## src/rtl/hazard_ctrl_pkg.sv

```systemverilog
// Shared constants and hazard-cause encoding for the pipeline stall/flush controller.
package hazard_ctrl_pkg;

  localparam int unsigned DEF_REGW    = 5;
  localparam int unsigned DEF_MUL_LAT = 4;
  localparam int unsigned DEF_DIV_LAT = 32;
  localparam int unsigned DEF_CNTW    = 32;

  typedef enum logic [2:0] {
    CauseNone,
    CauseMemWait,
    CauseMdStruct,
    CauseBranch,
    CauseLoadUse,
    CauseHilo
  } cause_e;

  // Counter width able to hold the longest mul/div latency.
  function automatic int unsigned md_cnt_width(input int unsigned max_lat);
    return $clog2(max_lat + 1);
  endfunction

endpackage

```

## src/rtl/hazard_ctrl_md_busy_counter.sv

```systemverilog
// Tracks how long the multi-cycle mul/div unit stays busy after an op leaves EX.
module hazard_ctrl_md_busy_counter
  import hazard_ctrl_pkg::*;
#(
  parameter int unsigned MUL_LAT = DEF_MUL_LAT,
  parameter int unsigned DIV_LAT = DEF_DIV_LAT
) (
  input  logic clk,
  input  logic reset,
  input  logic load,
  input  logic is_div,
  output logic busy
);

  localparam int unsigned CW = md_cnt_width(DIV_LAT);

  logic [CW-1:0] cnt_q, cnt_d;

  // A new op reloads even while the previous one is still counting down.
  always_comb begin
    cnt_d = cnt_q;
    if (load) begin
      cnt_d = is_div ? CW'(DIV_LAT) : CW'(MUL_LAT);
    end else if (cnt_q != '0) begin
      cnt_d = cnt_q - CW'(1);
    end
  end

  always_ff @(posedge clk) begin
    if (reset) begin
      cnt_q <= '0;
    end else begin
      cnt_q <= cnt_d;
    end
  end

  assign busy = (cnt_q != '0);

endmodule

```

## src/rtl/hazard_ctrl.sv

```systemverilog
// Central stall/flush controller for the 5-stage pipeline: one priority mux over the
// hazard causes, the mul/div busy tracker and a stall-cycle performance counter.
module hazard_ctrl
  import hazard_ctrl_pkg::*;
#(
  parameter int unsigned REGW    = DEF_REGW,
  parameter int unsigned MUL_LAT = DEF_MUL_LAT,
  parameter int unsigned DIV_LAT = DEF_DIV_LAT,
  parameter int unsigned CNTW    = DEF_CNTW
) (
  input  logic            clk,
  input  logic            reset,
  input  logic [REGW-1:0] id_rs,
  input  logic [REGW-1:0] id_rt,
  input  logic            id_uses_rt,
  input  logic            id_reads_hilo,
  input  logic            ex_memread,
  input  logic [REGW-1:0] ex_rt,
  input  logic            ex_branch_taken,
  input  logic            ex_md_start,
  input  logic            ex_md_is_div,
  input  logic            mem_req,
  input  logic            mem_ready,
  output logic            pc_en,
  output logic            ifid_en,
  output logic            idex_en,
  output logic            exmem_en,
  output logic            memwb_en,
  output logic            ifid_flush,
  output logic            idex_flush,
  output logic            exmem_flush,
  output logic            memwb_flush,
  output logic            md_busy,
  output logic [CNTW-1:0] stall_cycles
);

  logic   loaduse, hilo, mdstruct, memwait;
  logic   md_load;
  cause_e cause;

  logic [CNTW-1:0] stall_q;

  assign loaduse  = ex_memread && (ex_rt != '0) &&
                    ((ex_rt == id_rs) || (id_uses_rt && (ex_rt == id_rt)));
  assign hilo     = id_reads_hilo && (md_busy || ex_md_start);
  assign mdstruct = ex_md_start && md_busy;
  assign memwait  = mem_req && !mem_ready;

  always_comb begin
    cause = CauseNone;
    if (memwait) begin
      cause = CauseMemWait;
    end else if (mdstruct) begin
      cause = CauseMdStruct;
    end else if (ex_branch_taken) begin
      cause = CauseBranch;
    end else if (loaduse) begin
      cause = CauseLoadUse;
    end else if (hilo) begin
      cause = CauseHilo;
    end
  end

  always_comb begin
    pc_en       = 1'b1;
    ifid_en     = 1'b1;
    idex_en     = 1'b1;
    exmem_en    = 1'b1;
    memwb_en    = 1'b1;
    ifid_flush  = 1'b0;
    idex_flush  = 1'b0;
    exmem_flush = 1'b0;
    memwb_flush = 1'b0;
    if (reset) begin
      pc_en       = 1'b0;
      ifid_en     = 1'b0;
      idex_en     = 1'b0;
      exmem_en    = 1'b0;
      memwb_en    = 1'b0;
      ifid_flush  = 1'b1;
      idex_flush  = 1'b1;
      exmem_flush = 1'b1;
      memwb_flush = 1'b1;
    end else begin
      unique case (cause)
        // Freeze up to EX/MEM so a taken branch waits in EX until memory completes.
        CauseMemWait: begin
          pc_en       = 1'b0;
          ifid_en     = 1'b0;
          idex_en     = 1'b0;
          exmem_en    = 1'b0;
          memwb_flush = 1'b1;
        end
        CauseMdStruct: begin
          pc_en       = 1'b0;
          ifid_en     = 1'b0;
          idex_en     = 1'b0;
          exmem_flush = 1'b1;
        end
        CauseBranch: begin
          ifid_flush = 1'b1;
          idex_flush = 1'b1;
        end
        CauseLoadUse, CauseHilo: begin
          pc_en      = 1'b0;
          ifid_en    = 1'b0;
          idex_flush = 1'b1;
        end
        default: begin
        end
      endcase
    end
  end

  // Only an op that actually advances into MEM starts the busy window.
  assign md_load = ex_md_start && exmem_en && !exmem_flush;

  hazard_ctrl_md_busy_counter #(
    .MUL_LAT (MUL_LAT),
    .DIV_LAT (DIV_LAT)
  ) u_md_busy_counter (
    .clk    (clk),
    .reset  (reset),
    .load   (md_load),
    .is_div (ex_md_is_div),
    .busy   (md_busy)
  );

  always_ff @(posedge clk) begin
    if (reset) begin
      stall_q <= '0;
    end else if (!pc_en) begin
      stall_q <= stall_q + CNTW'(1);
    end
  end

  assign stall_cycles = stall_q;

endmodule
```

## config.mk

```make
export PLATFORM = sky130hd
export DESIGN_NAME = hazard_ctrl
export DESIGN_NICKNAME = d
export VERILOG_FILES = /design/src/rtl/hazard_ctrl_pkg.sv /design/src/rtl/hazard_ctrl_md_busy_counter.sv /design/src/rtl/hazard_ctrl.sv
export SDC_FILE = /design/constraint.sdc
export NUM_CORES = 1
export LEC_CHECK = 0
export ABC_AREA = 1
export CAP_MARGIN = 20
export CORE_MARGIN = 2
export CORE_UTILIZATION = 26
export DETAILED_ROUTE_END_ITERATION = 8
export GPL_TIMING_DRIVEN = 0
export SETUP_SLACK_MARGIN = 0.02
export SLEW_MARGIN = 20
export SYNTH_ARGS = -nofsm -noshare
export SYNTH_HDL_FRONTEND = slang
export SYNTH_SLANG_ARGS = --single-unit
```

## constraint.sdc

```tcl
create_clock -name clk -period 2.4 [get_ports clk]
set_clock_uncertainty 0.05 [all_clocks]
set_input_delay 0.36 -clock clk [delete_from_list [all_inputs] [get_ports clk]]
set_output_delay 0.36 -clock clk [all_outputs]
set_load 0.02 [all_outputs]
```

Word-level counts from Yosys, hierarchy flattened --
Cells that the tools add are included.
Word-level totals: bits in registers 38, input port bits 25, output and inout bits 42, logic and storage cells 52
Cells by class: add/sub/neg operators 2, equality and inequality tests 7, muxes and demuxes 23, reductions and logical operators 18
Operator list (count):
- $add 32x1->32 const B | 1
- $mux 6 | 3
- $mux 1 | 15
- $mux 3 | 5
- $eq 5x5->1 | 2
- $logic_and 1x1->1 | 8
- $eq 3x2->1 const B | 2
- $eq 3x3->1 const B | 2
- $reduce_bool 6->1 | 1
- $sub 6x1->6 const B | 1
- $reduce_bool 5->1 | 1
- $reduce_or 4->1 | 1
- $eq 3x1->1 const B | 1
- $reduce_or 3->1 | 1
- $logic_not 1->1 | 2
- $logic_or 1x1->1 | 2
- $reduce_bool 2->1 | 1
- $reduce_or 2->1 | 1

Logic depth before layout (Yosys ltp) --
Gate-level depths: netlist of run 1.
depth in word-level cells 14, depth in mapped cells 13, depth with buffers taken out 13

Cells and area by module --
Synthesis of run 1 repeated with hierarchy kept, for this count alone.
Unflattened totals: cell total of the unflattened synthesis 419, area, all modules 2718.9 µm²
By module, submodules not included:
- hazard_ctrl | times used 1, cells each 376, area an instance 2378.5 µm², sequential area each 640.6 µm²
- hazard_ctrl_md_busy_counter | times used 1, cells each 43, area an instance 340.3 µm², sequential area each 120.1 µm²

Least setup slack after synthesis of run 1 --
Ideal clock, no wire load.
path kind register to output, start reg u_md_busy_counter.cnt_q[0], end out pc_en, arrival time 1641 ps, required time 1990 ps, path slack 349 ps, stages on the path, launching flop included 10, buffers on the path 1, cell sequence dfxtp_1 inv_1 ha_1 nand3_2 nand2_2 inv_2 nor3_4 nand2_2 inv_1 buf_4
On the way: cells in the longest elaborated chain, start to end 12, elaborated cells on any way between the ends 16, classes of those cells eq/ne: 4; mux: 7; reduce/logical: 5
RTL lines:
- start: declaration | line hazard_ctrl_md_busy_counter.sv:17 | logic [CW-1:0] cnt_q, cnt_d;
- start signal: assignment | line hazard_ctrl_md_busy_counter.sv:33 | cnt_q <= cnt_d;
- $reduce_bool 6->1 (*) | line hazard_ctrl_md_busy_counter.sv:37 | assign busy = (cnt_q != '0);
- via md_busy | line hazard_ctrl.sv:33 | output logic md_busy,
- $logic_or 1x1->1 | line hazard_ctrl.sv:45 | assign hilo = id_reads_hilo && (md_busy || ex_md_start);
- $logic_and 1x1->1 | line hazard_ctrl.sv:45
- $mux 3 | line hazard_ctrl.sv:59 | end else if (hilo) begin
- $mux 3 | line hazard_ctrl.sv:57 | end else if (loaduse) begin
- $mux 3 | line hazard_ctrl.sv:55 | end else if (ex_branch_taken) begin
- $mux 3 (*) | line hazard_ctrl.sv:53 | end else if (mdstruct) begin
- $mux 3 (*) | line hazard_ctrl.sv:51 | if (memwait) begin
- $eq 3x1->1 (tied with other cells)
- $reduce_or 4->1 (no source line) (*)
- $mux 1 (*) (2 in series)
- end: declaration | line hazard_ctrl.sv:24 | output logic pc_en,
The timed path passes the listed nets; every way through them passes the cells marked *.

Final worst setup path of run 1 --
start in reset, end out memwb_flush
On the way: cells in the longest elaborated chain, start to end 1
RTL lines:
- start: declaration | line hazard_ctrl.sv:12 | input logic reset,
- $mux 1 | line hazard_ctrl.sv:74 | if (reset) begin
- end: declaration | line hazard_ctrl.sv:32 | output logic memwb_flush,
No other way between the ends.

==> summary.md, run 1 <==
| Metric | Value |
|---|---|
| Outcome | `finished, final reports clean` |
| Pwr Density | `around 560 nW/um^2` |
| DIE WIDTH | `103 um` |
| Routed len/inst | `around 12 um` |
| Row Count | `36` |
| First-pass GRT wire length | `roughly 13 mm` |
| Reg2Reg Depth | `9` |
| Cell variety after synth | `24` |
| Final Hold Fails | `0` |
| Final GP Congestion | `roughly 0.91` |
| Total congestion overflow | `0` |
| Max-cap viol count | `0` |
| CP dominant cell by count | `clkdlybuf4s50_1` |
| Setup violators final | `0` |
| Ports | `between 60 and 70` |
| Synthesized Nets | `433` |
| Most frequent cells in the layout | `nand2_1 (120), clkdlybuf4s50_1 (51), nand3_1 (44)` |
| Worst Path Class, Setup | `primary input to output pin` |
| Slew @ Worst Pin | `0.444 ns` |
| Leakage | `roughly 1.5 nW` |
| Initial core utilization | `a little over a quarter` |
| CTS Buffer Depth | `2` |
| Via/cell ratio | `4.47` |
| Max VDD drop | `around 0.4 mV` |
| RSZ-0062 raised after global routing | `false` |
| Vias | `roughly 2,800` |
| Critical path arrival | `1.88 ns` |
| Largest net degree at the start of global routing | `12` |
| Crit path max fanout | `10` |
| Die area | `between 10,000 and 15,000 um^2` |
| Area of the core | `a little under 10,000 um^2` |
| Hold Crit Class | `flip-flop to flip-flop` |
| Post-cts hold buffer count | `0` |
| Max Freq | `about 440 MHz` |
| Most common cell after layout, fill and taps aside | `nand2_1` |
| Multi-input logic area | `1590 um^2` |
| CTS H-tree depth | `2` |
| Worst rel slew slack | `about 70%` |
| Netlist Area Pre-Place | `approximately 2500 um^2` |
| Clock-pin slew on the worst setup and hold paths | `0.08 ns` |
| Post-synthesis register bit count | `38` |
| FF-to-FF End | `stall_cycles[26]` |
| Crit path max-delay family | `buffers and inverters` |
| CTS tree | `built` |
| Crit path time final | `2.29 ns` |
| Initial antenna violation count | `0` |
| Slowest cell on crit path | `clkdlybuf4s50_1` |
| GR Util All Layers | `between 10% and 20%` |
| Cells after Synth | `405` |
| Worst setup SP type | `primary input` |
| Share of layout cells above drive strength 1 | `~9.2%` |
| IO Port Bufs | `66` |
| Hpwl dp | `about 6 mm` |
| TritonCTS buffer count | `5` |
| CP cell instances | `clkdlybuf4s50_1 -> clkbuf_4 -> nor2_1 -> inv_1 -> clkdlybuf4s50_1` |
| Worst r2r src | `stall_cycles[0]` |
| WL final | `roughly 7.6 mm` |
| Max incr delay on CP | `roughly 0.59 ns` |
| Syn avg cell area | `6.28 um^2` |
| CTS Sinks | `38` |
| Area grow syn2layout | `40.9%` |
| Diodes inserted | `0` |
| Seq/Total Area, Yosys | `between 20 and 30%` |
| Hold Crit Depth | `2` |
| Die extent in y | `103 um` |
| Slew Limit Fails | `0` |
| Overall power | `around 2.0 mW` |
| TritonRoute pass-1 iters | `4` |
| Req. time, crit path | `1.99 ns` |
| Initial drt markers | `116` |
| Worst Hold End | `u_md_busy_counter.cnt_q[1]` |
| Fin crit share | `a little over nine tenths` |
| DR DRC count | `0` |
| Setup crit end kind | `output pin` |
| Register area | `~760 um^2` |
| Worst Path Buf+Inv | `4` |
| Reg2Reg Setup Slack | `between 0.4 and 0.5 ns` |
| Fill count | `approximately 1,100` |
| Utilization after layout | `a little under two fifths` |
| Clk_lat worst skew | `about 0.30 ns` |
| Synth Warn # | `0` |
| Final ANT Viol Nets | `0` |
| Nets | `514` |
| Clock root buffer | `clkbuf_8` |
| Hold Startpoint | `u_md_busy_counter.cnt_q[1]` |
| Number of global-route vias before repair | `2,637` |
layout make-up:
cell class | instances | area share, %
buffer | 14 | 2.55
clock buffer | 7 | 2.13
clock inverter | 1 | 0.838
inverter | 38 | 3.98
multi-input combinational | 315 | 44.4
sequential | 38 | 21.2
tap | 133 | 4.64
timing repair buffer | 74 | 20.3
sequential cells by signal (all words and copies together) (netlist names):
name	cells
stall_cycles	32
u_md_busy_counter.cnt_q	6
synth_stat cells:
master    count  area, um^2
nand3b_1      2        15.0
a211oi_1      1        7.51
nor3_1       19        95.1
a21oi_1      34         170
nor3_4        1        16.3
nand3_2       1        10.0
inv_1        36         135
nand2_1     121         454
nand2_2       3        18.8
nor3b_1       2        15.0
buf_2         6        30.0
clkbuf_1      4        15.0
nand3_1      44         220
nor2_1       43         161
o21ai_0       3        15.0
xnor2_1      10        87.6
ha_1          3        37.5
dfxtp_1      38         761
nand4_1       2        12.5
xor2_1       24         210
buf_4         4        30.0
nor4_2        1        12.5
inv_2         2        7.51
nor2_2        1        6.26
what timing repair did:
item                                    in CTS  in global routing
resized for setup                           28                 17
setup buffers                                5                  3
cloned                                       0                  0
endpoints found under the setup margin       9                  5
pin swaps                                    3                  4
worst max path at each step:
stage	end	start	slack, ns	depth (start not counted)
floorplan	pc_en	u_md_busy_counter.cnt_q[0]	0.35	9
global placement	pc_en	ex_rt[3]	-0.54	12
detailed placement	idex_flush	ex_rt[4]	-0.54	13
CTS	idex_flush	u_md_busy_counter.cnt_q[0]	0.02	10
global route	pc_en	ex_rt[0]	0.02	14
finish	memwb_flush	reset	0.11	5
routing by layer:
layer / vias to the layer above / wire (um) / GRT usage, %
met3: 10 / 265 / 2.71
li1: 1453 / - / -
met4: 0 / 87 / 4.45
met1: 1255 / 3540 / 19.3
met2: 53 / 3700 / 25.8
met5: - / 0 / 0
tightest hold or removal path, cell delays in order, from the launching register on:
cell,delay (ns)
dfxtp_1,0.33
nand2_1,0.07
a21oi_1,0.05
metrics by stage:
step	hold slack [ns]	setup WS [ns]	cell area (um^2)	instances	setup TNS, ns
finish	0.439	0.107	3580	620	0
global route	0.464	0.0204	3580	620	0
CTS	0.443	0.0235	3520	617	0
detailed placement	0.431	-0.544	3370	604	-3.13
global placement	0.419	-0.538	3370	604	-3.13
floorplan	0.403	0.349	2540	405	0
cell families after synthesis:
logic type / count (synthesis) / share of synthesized area [%]
buffers and inverters: 52 / 8.56
AND/OR/NAND/NOR: 240 / 40.8
XOR/XNOR: 34 / 11.7
AO/OA/AOI/OAI: 38 / 7.57
flip-flops: 38 / 29.9
adder cells (fa/ha/maj): 3 / 1.48
where the power goes:
group / internal [mW] / switching (mW) / leakage (nW)
Clock: 0.311 / 0.231 / 0.0524
Combinational: 0.328 / 0.421 / 1.11
Sequential: 0.679 / 0.0495 / 0.308
Total: 1.32 / 0.701 / 1.47
(Power assumes the default switching activity.)
==> run 2: changes to the inputs <==
--- a/config.mk
+++ b/config.mk
@@ -11,6 +11,7 @@
 export CORE_UTILIZATION = 26
 export DETAILED_ROUTE_END_ITERATION = 8
 export GPL_TIMING_DRIVEN = 0
+export PLACE_DENSITY_LB_ADDON = 0.2
 export SETUP_SLACK_MARGIN = 0.02
 export SLEW_MARGIN = 20
 export SYNTH_ARGS = -nofsm -noshare
==> summary.md, run 2 (synthesis gave the netlist of run 1 again) <==
| Metric | Value |
|---|---|
| Outcome | `finished, final reports clean` |
| Pint | `1.44 mW` |
| Req. time, crit path | `roughly 2.0 ns` |
| Worst rel slew slack | `66.3%` |
| Via/cell ratio | `~4.5` |
| Routed len/inst | `approximately 12 um` |
| Setup violators final | `0` |
| CTS Buffer Depth | `2` |
| Multi-input logic area | `~1600 um^2` |
| Final ANT Viol Nets | `0` |
| Slew Limit Fails | `0` |
| Row Count | `36` |
| Worst setup SP type | `primary input` |
| RSZ-0062 raised after global routing | `false` |
| Clock-pin slew on the worst setup and hold paths | `~0.08 ns` |
| Pwr Density | `595 nW/um^2` |
| Post-cts hold buffer count | `0` |
| Switching share of power | `33.4%` |
| Area of the core | `between 9000 and 10,000 um^2` |
| Initial core utilization | `a little over a quarter` |
| CTS tree | `built` |
| Setup crit end kind | `output pin` |
| Fin crit share | `95.5%` |
| Largest net degree at the start of global routing | `13` |
| DR DRC count | `0` |
| Met1 wire length | `roughly 3.8 mm` |
| Leakage | `1.50 nW` |
| CTS H-tree depth | `2` |
| Slowest cell on crit path | `clkdlybuf4s50_1` |
| Most common cell after layout, fill and taps aside | `nand2_1` |
| IO Port Bufs | `between 60 and 70` |
| Number of global-route vias before repair | `around 2,800` |
| Routed wire length on met2 | `3.50 mm` |
| Crit path time final | `between 2 and 2.5 ns` |
| Final TNS setup | `0 ns` |
| Max Freq | `436 MHz` |
| Initial drt markers | `83` |
| Ports | `67` |
| CP dominant cell by count | `clkdlybuf4s50_1` |
| CP cell instances | `clkdlybuf4s50_1 -> clkbuf_8 -> inv_1 -> clkdlybuf4s50_1` |
| Hold Crit Class | `flip-flop to flip-flop` |
| Hpwl dp | `around 6.0 mm` |
| Die area | `around 11,000 um^2` |
| Clk_lat worst skew | `about 0.29 ns` |
| TritonRoute pass-1 iters | `4` |
| Worst Path Class, Setup | `primary input to output pin` |
| Flop pwr share | `33.7%` |
| Diodes inserted | `0` |
| Fill count | `1,061` |
| WL final | `7.74 mm` |
| Final GP Congestion | `~0.95` |
| Register area | `between 700 and 800 um^2` |
| TritonCTS buffer count | `5` |
| Critical path arrival | `roughly 1.9 ns` |
| Die extent in y | `between 100 and 150 um` |
| Share of layout cells above drive strength 1 | `about a tenth` |
| Most frequent cells in the layout | `nand2_1 (118), clkdlybuf4s50_1 (51), nand3_1 (44)` |
| Final Hold Fails | `0` |
| GR Util All Layers | `15.3%` |
| Max incr delay on CP | `~0.65 ns` |
| WL met3 | `roughly 320 um` |
| Crit path max fanout | `10` |
| Max-cap viol count | `0` |
| First-pass GRT wire length | `between 10 and 15 mm` |
| Max VDD drop | `~0.38 mV` |
| Initial antenna violation count | `0` |
| Nets | `around 500` |
| DIE WIDTH | `about 100 um` |
| Vias | `approximately 2,800` |
| Clock root buffer | `clkbuf_8` |
| Power share of the clock group | `about a third` |
| Slew @ Worst Pin | `a little over 0.5 ns` |
| Net Switching | `around 0.72 mW` |
| CTS Sinks | `38` |
| Max reg flops | `32` |
| Area grow syn2layout | `43.2%` |
| Total congestion overflow | `0` |
| Combinational share of power | `roughly a third` |
| Highest metal used | `met4` |
| WHS | `around 0.44 ns` |
-- run 2: changes by cell type in the layout (fill, tap and decap cells not counted), moves of 2 or more --
cell      previous run  this run
clkbuf_8             5         7
nand2_4              1         3
clkbuf_1             5         3
nand2_1            120       118
-- run 2: what timing repair did --
item	in CTS	in global routing
setup endpoints to repair	9	6
buffers inserted	3	4
pin swaps	1	4
resized for setup	30	22
-- run 2: worst paths after layout --
check | start | end | slack [ns] | cells after the start
worst max-delay path | reset | memwb_en | 0.11 | 4
worst min-delay path | u_md_busy_counter.cnt_q[1] | u_md_busy_counter.cnt_q[1] | 0.44 | 2
worst min register to register | u_md_busy_counter.cnt_q[1] | u_md_busy_counter.cnt_q[1] | 0.44 | 2
worst max register to register | stall_cycles[0] | stall_cycles[24] | 0.41 | 8
-- run 2: area by class of cell --
class | count | area share (%)
Inverter | 38 | 3.92
Clock buffer | 6 | 2.27
Clock inverter | 2 | 1.65
Sequential cell | 38 | 20.9
Timing Repair Buffer | 73 | 19.8
Multi-Input combinational cell | 315 | 44.3
Buffer | 14 | 2.58
Tap cell | 133 | 4.57
-- run 2: stage by stage --
stage / worst slack [ns] / util [%] / instance area (um^2) / total power, mW / instances
after floorplan: 0.349 / - / 2540 / 1.18 / 405
after global placement: -0.551 / 35.0 / 3370 / 1.40 / 604
after detailed placement: -0.575 / 35.0 / 3370 / 1.41 / 604
after CTS: -0.0367 / 36.9 / 3560 / 2.15 / 615
after global routing: 0.0150 / 37.8 / 3640 / 2.30 / 619
final: 0.108 / 37.8 / 3640 / 2.17 / 619
-- run 2: per-layer routing --
metal  track usage, %  vias up
met5                0        -
met4             3.64        0
met3             2.98        9
met2             24.7       65
met1             21.1     1251
li1                 -     1449
-- run 2: worst max-delay path: cells and delay by family --
family / cells / cell delay (ns)
buffers and inverters: 4 / 1.51
-- run 2: power by group through the flow --
stage / logic [mW] / clock network, mW / registers, mW
after global placement: 0.663 / 0 / 0.741
after floorplan: 0.431 / 0 / 0.744
final: 0.758 / 0.680 / 0.730
after global routing: 0.839 / 0.727 / 0.738
after detailed placement: 0.673 / 0 / 0.741
after CTS: 0.718 / 0.702 / 0.727
==> run 3: changes to the inputs <==
==> constraint.sdc (replaced) <==
create_clock -name clk -period 1.9 [get_ports clk]
set_clock_uncertainty 0.05 [all_clocks]
set_input_delay 0.285 -clock clk [delete_from_list [all_inputs] [get_ports clk]]
set_output_delay 0.285 -clock clk [all_outputs]
set_load 0.02 [all_outputs]
==> summary.md, run 3 (synthesis gave the netlist of run 1 again) <==
| Metric | Value |
|---|---|
| Outcome | `finished, violations left` |
| Failing checks | `setup timing` |
| Most common cell after layout, fill and taps aside | `nand2_1` |
| Crit path time final | `around 2 ns` |
| Req. time, crit path | `about 1.6 ns` |
| First-pass GRT wire length | `~13 mm` |
| CTS Buffer Depth | `2` |
| Clk_lat worst skew | `just under 0.3 ns` |
| CTS tree | `built` |
| Nets | `about 520` |
| Multi-input logic area | `between 1500 and 2000 um^2` |
| Clock-pin slew on the worst setup and hold paths | `roughly 0.080 ns` |
| RSZ-0062 raised after global routing | `true` |
| Worst setup SP type | `flip-flop` |
| Hold Crit Depth | `2` |
| Flop pwr share | `about 35%` |
| Pint | `around 1.7 mW` |
| Worst Path Class, Setup | `flip-flop to output pin` |
| Vias | `approximately 2,900` |
| Initial drt markers | `92` |
| Hold Startpoint | `u_md_busy_counter.cnt_q[0]` |
| Number of global-route vias before repair | `about 2,700` |
| Die extent in y | `a little over 100 um` |
| CP startpoint | `u_md_busy_counter.cnt_q[0]` |
| Net Switching | `0.982 mW` |
| Routed len/inst | `12.9 um` |
| Initial core utilization | `26.4%` |
| Max reg flops | `32` |
| IO Port Bufs | `between 60 and 70` |
| Combinational share of power | `42.0%` |
| Ports | `67` |
| WL final | `roughly 8.1 mm` |
| Dpl cells | `about 600` |
| Final ANT Viol Nets | `0` |
| Diodes inserted | `0` |
| Final GP Congestion | `between 0.9 and 1` |
| Worst Setup Slack, final | `-0.0939 ns` |
| Placed cell area | `3380 um^2` |
| Worst rel slew slack | `between 60% and 70%` |
| Final Hold Fails | `0` |
| Power share of the clock group | `22.6%` |
| Total congestion overflow | `0` |
| Most frequent cells in the layout | `nand2_1 (119), nand3_1 (42), clkdlybuf4s50_1 (41)` |
| Crit path max fanout | `4` |
| CTS Sinks | `38` |
| Initial antenna violation count | `0` |
| FF-to-FF End | `stall_cycles[22]` |
| Setup violators final | `3` |
| Row Count | `36` |
| Leakage | `between 1.5 and 2 nW` |
| TritonRoute pass-1 iters | `4` |
| Worst r2r src | `u_md_busy_counter.cnt_q[0]` |
| CTS H-tree depth | `2` |
| Slew @ Worst Pin | `~0.47 ns` |
| Place WS | `-0.890 ns` |
| Die area | `10,600 um^2` |
| Max Freq | `between 500 and 600 MHz` |
| Fill count | `between 1,000 and 1,500` |
| Share of layout cells above drive strength 1 | `15.4%` |
| Cell area after layout | `around 3700 um^2` |
| Non-Filler Instances | `628` |
| DIE WIDTH | `just over 100 um` |
| Clock root buffer | `clkbuf_8` |
| Post-cts hold buffer count | `0` |
| Fin crit share | `105%` |
| Pwr Density | `between 700 and 800 nW/um^2` |
| Register area | `between 700 and 800 um^2` |
| Area grow syn2layout | `46.8%` |
| Setup crit end kind | `output pin` |
| Largest net degree at the start of global routing | `12` |
| Hold Crit Class | `flip-flop to flip-flop` |
| Switching share of power | `between 30% and 40%` |
| Worst Hold End | `u_md_busy_counter.cnt_q[0]` |
| TritonCTS buffer count | `5` |
| Area of the core | `roughly 9600 um^2` |
| Reg2Reg Depth | `12` |
| Max-cap viol count | `0` |
| Final TNS setup | `-0.173 ns` |
| Critical path arrival | `approximately 1.7 ns` |
| Max VDD drop | `about 0.5 mV` |
| Hpwl dp | `about 6 mm` |
| Slew Limit Fails | `0` |
| Via/cell ratio | `4.56` |
| Reg2Reg Setup Slack | `0.16 ns` |
| GR Util All Layers | `~16%` |
| DR DRC count | `0` |
-- run 3: cell types whose count changed in the layout (fill, tap and decap cells not counted), moves of 4 or more --
cell / before / now
buf_6: 1 / 7
clkdlybuf4s50_1: 51 / 41
dfxtp_1: 38 / 33
dfxtp_2: 0 / 5
dlygate4sd2_1: 1 / 16
dlymetal6s2s_1: 10 / 2
nor2_1: 41 / 37
-- run 3: final cells by class --
type	instances	area share (%)
clock buffer	7	2.31
sequential	38	20.5
multi-input combinational	315	44.8
tap	133	4.46
clock inverter	1	0.134
buffer	13	3.05
inverter	38	3.89
timing repair buffer	83	20.8
-- run 3: power by group through the flow --
stage | sequential (mW) | combinational (mW) | clock [mW]
finish | 0.940 | 1.12 | 0.599
global route | 0.950 | 1.23 | 0.655
CTS | 0.926 | 1.04 | 0.614
detailed placement | 0.936 | 0.847 | 0
global placement | 0.935 | 0.845 | 0
floorplan | 0.940 | 0.548 | 0
-- run 3: worst max path at each step --
stage | to | slack [ns]
after global routing | pc_en | -0.17
final | pc_en | -0.09
after floorplan | pc_en | 0.009
after global placement | idex_flush | -0.88
after detailed placement | idex_flush | -0.89
after CTS | pc_en | -0.18
-- run 3: critical path, cell delays in order (launching register included) --
cell and delay [ns]:
dfxtp_2 0.34, inv_2 0.07, ha_4 0.13, nand3_4 0.10, nand2_4 0.09, inv_4 0.04, nor3_2 0.11, nand2_2 0.12
nand2_2 0.09, inv_2 0.06, buf_6 0.11, buf_6 0.12
-- run 3: stage by stage --
stage	hold slack, ns	power, mW	util, %
after floorplan	0.403	1.49	-
after global placement	0.424	1.78	35.0
after detailed placement	0.428	1.78	35.0
after CTS	0.437	2.58	37.7
after global routing	0.470	2.83	38.7
final	0.442	2.66	38.7
-- run 3: routing by layer --
layer  wire, um  track usage [%]  share of wire (%)  vias to the layer above
met5          0                0                  0                        -
li1           -                -                  -                     1473
met4         42             2.43               0.52                        0
met1       3800             20.8                 47                     1320
met2       3920             27.0                 48                       64
met3        372             2.58                4.6                        5
-- run 3: timing repair --
item	in CTS	in global routing
pin swaps	13	11
hold endpoints to repair	0	0
endpoints found under the setup margin	44	43
cloned	1	1
setup buffers	15	3
gates resized for setup	77	26
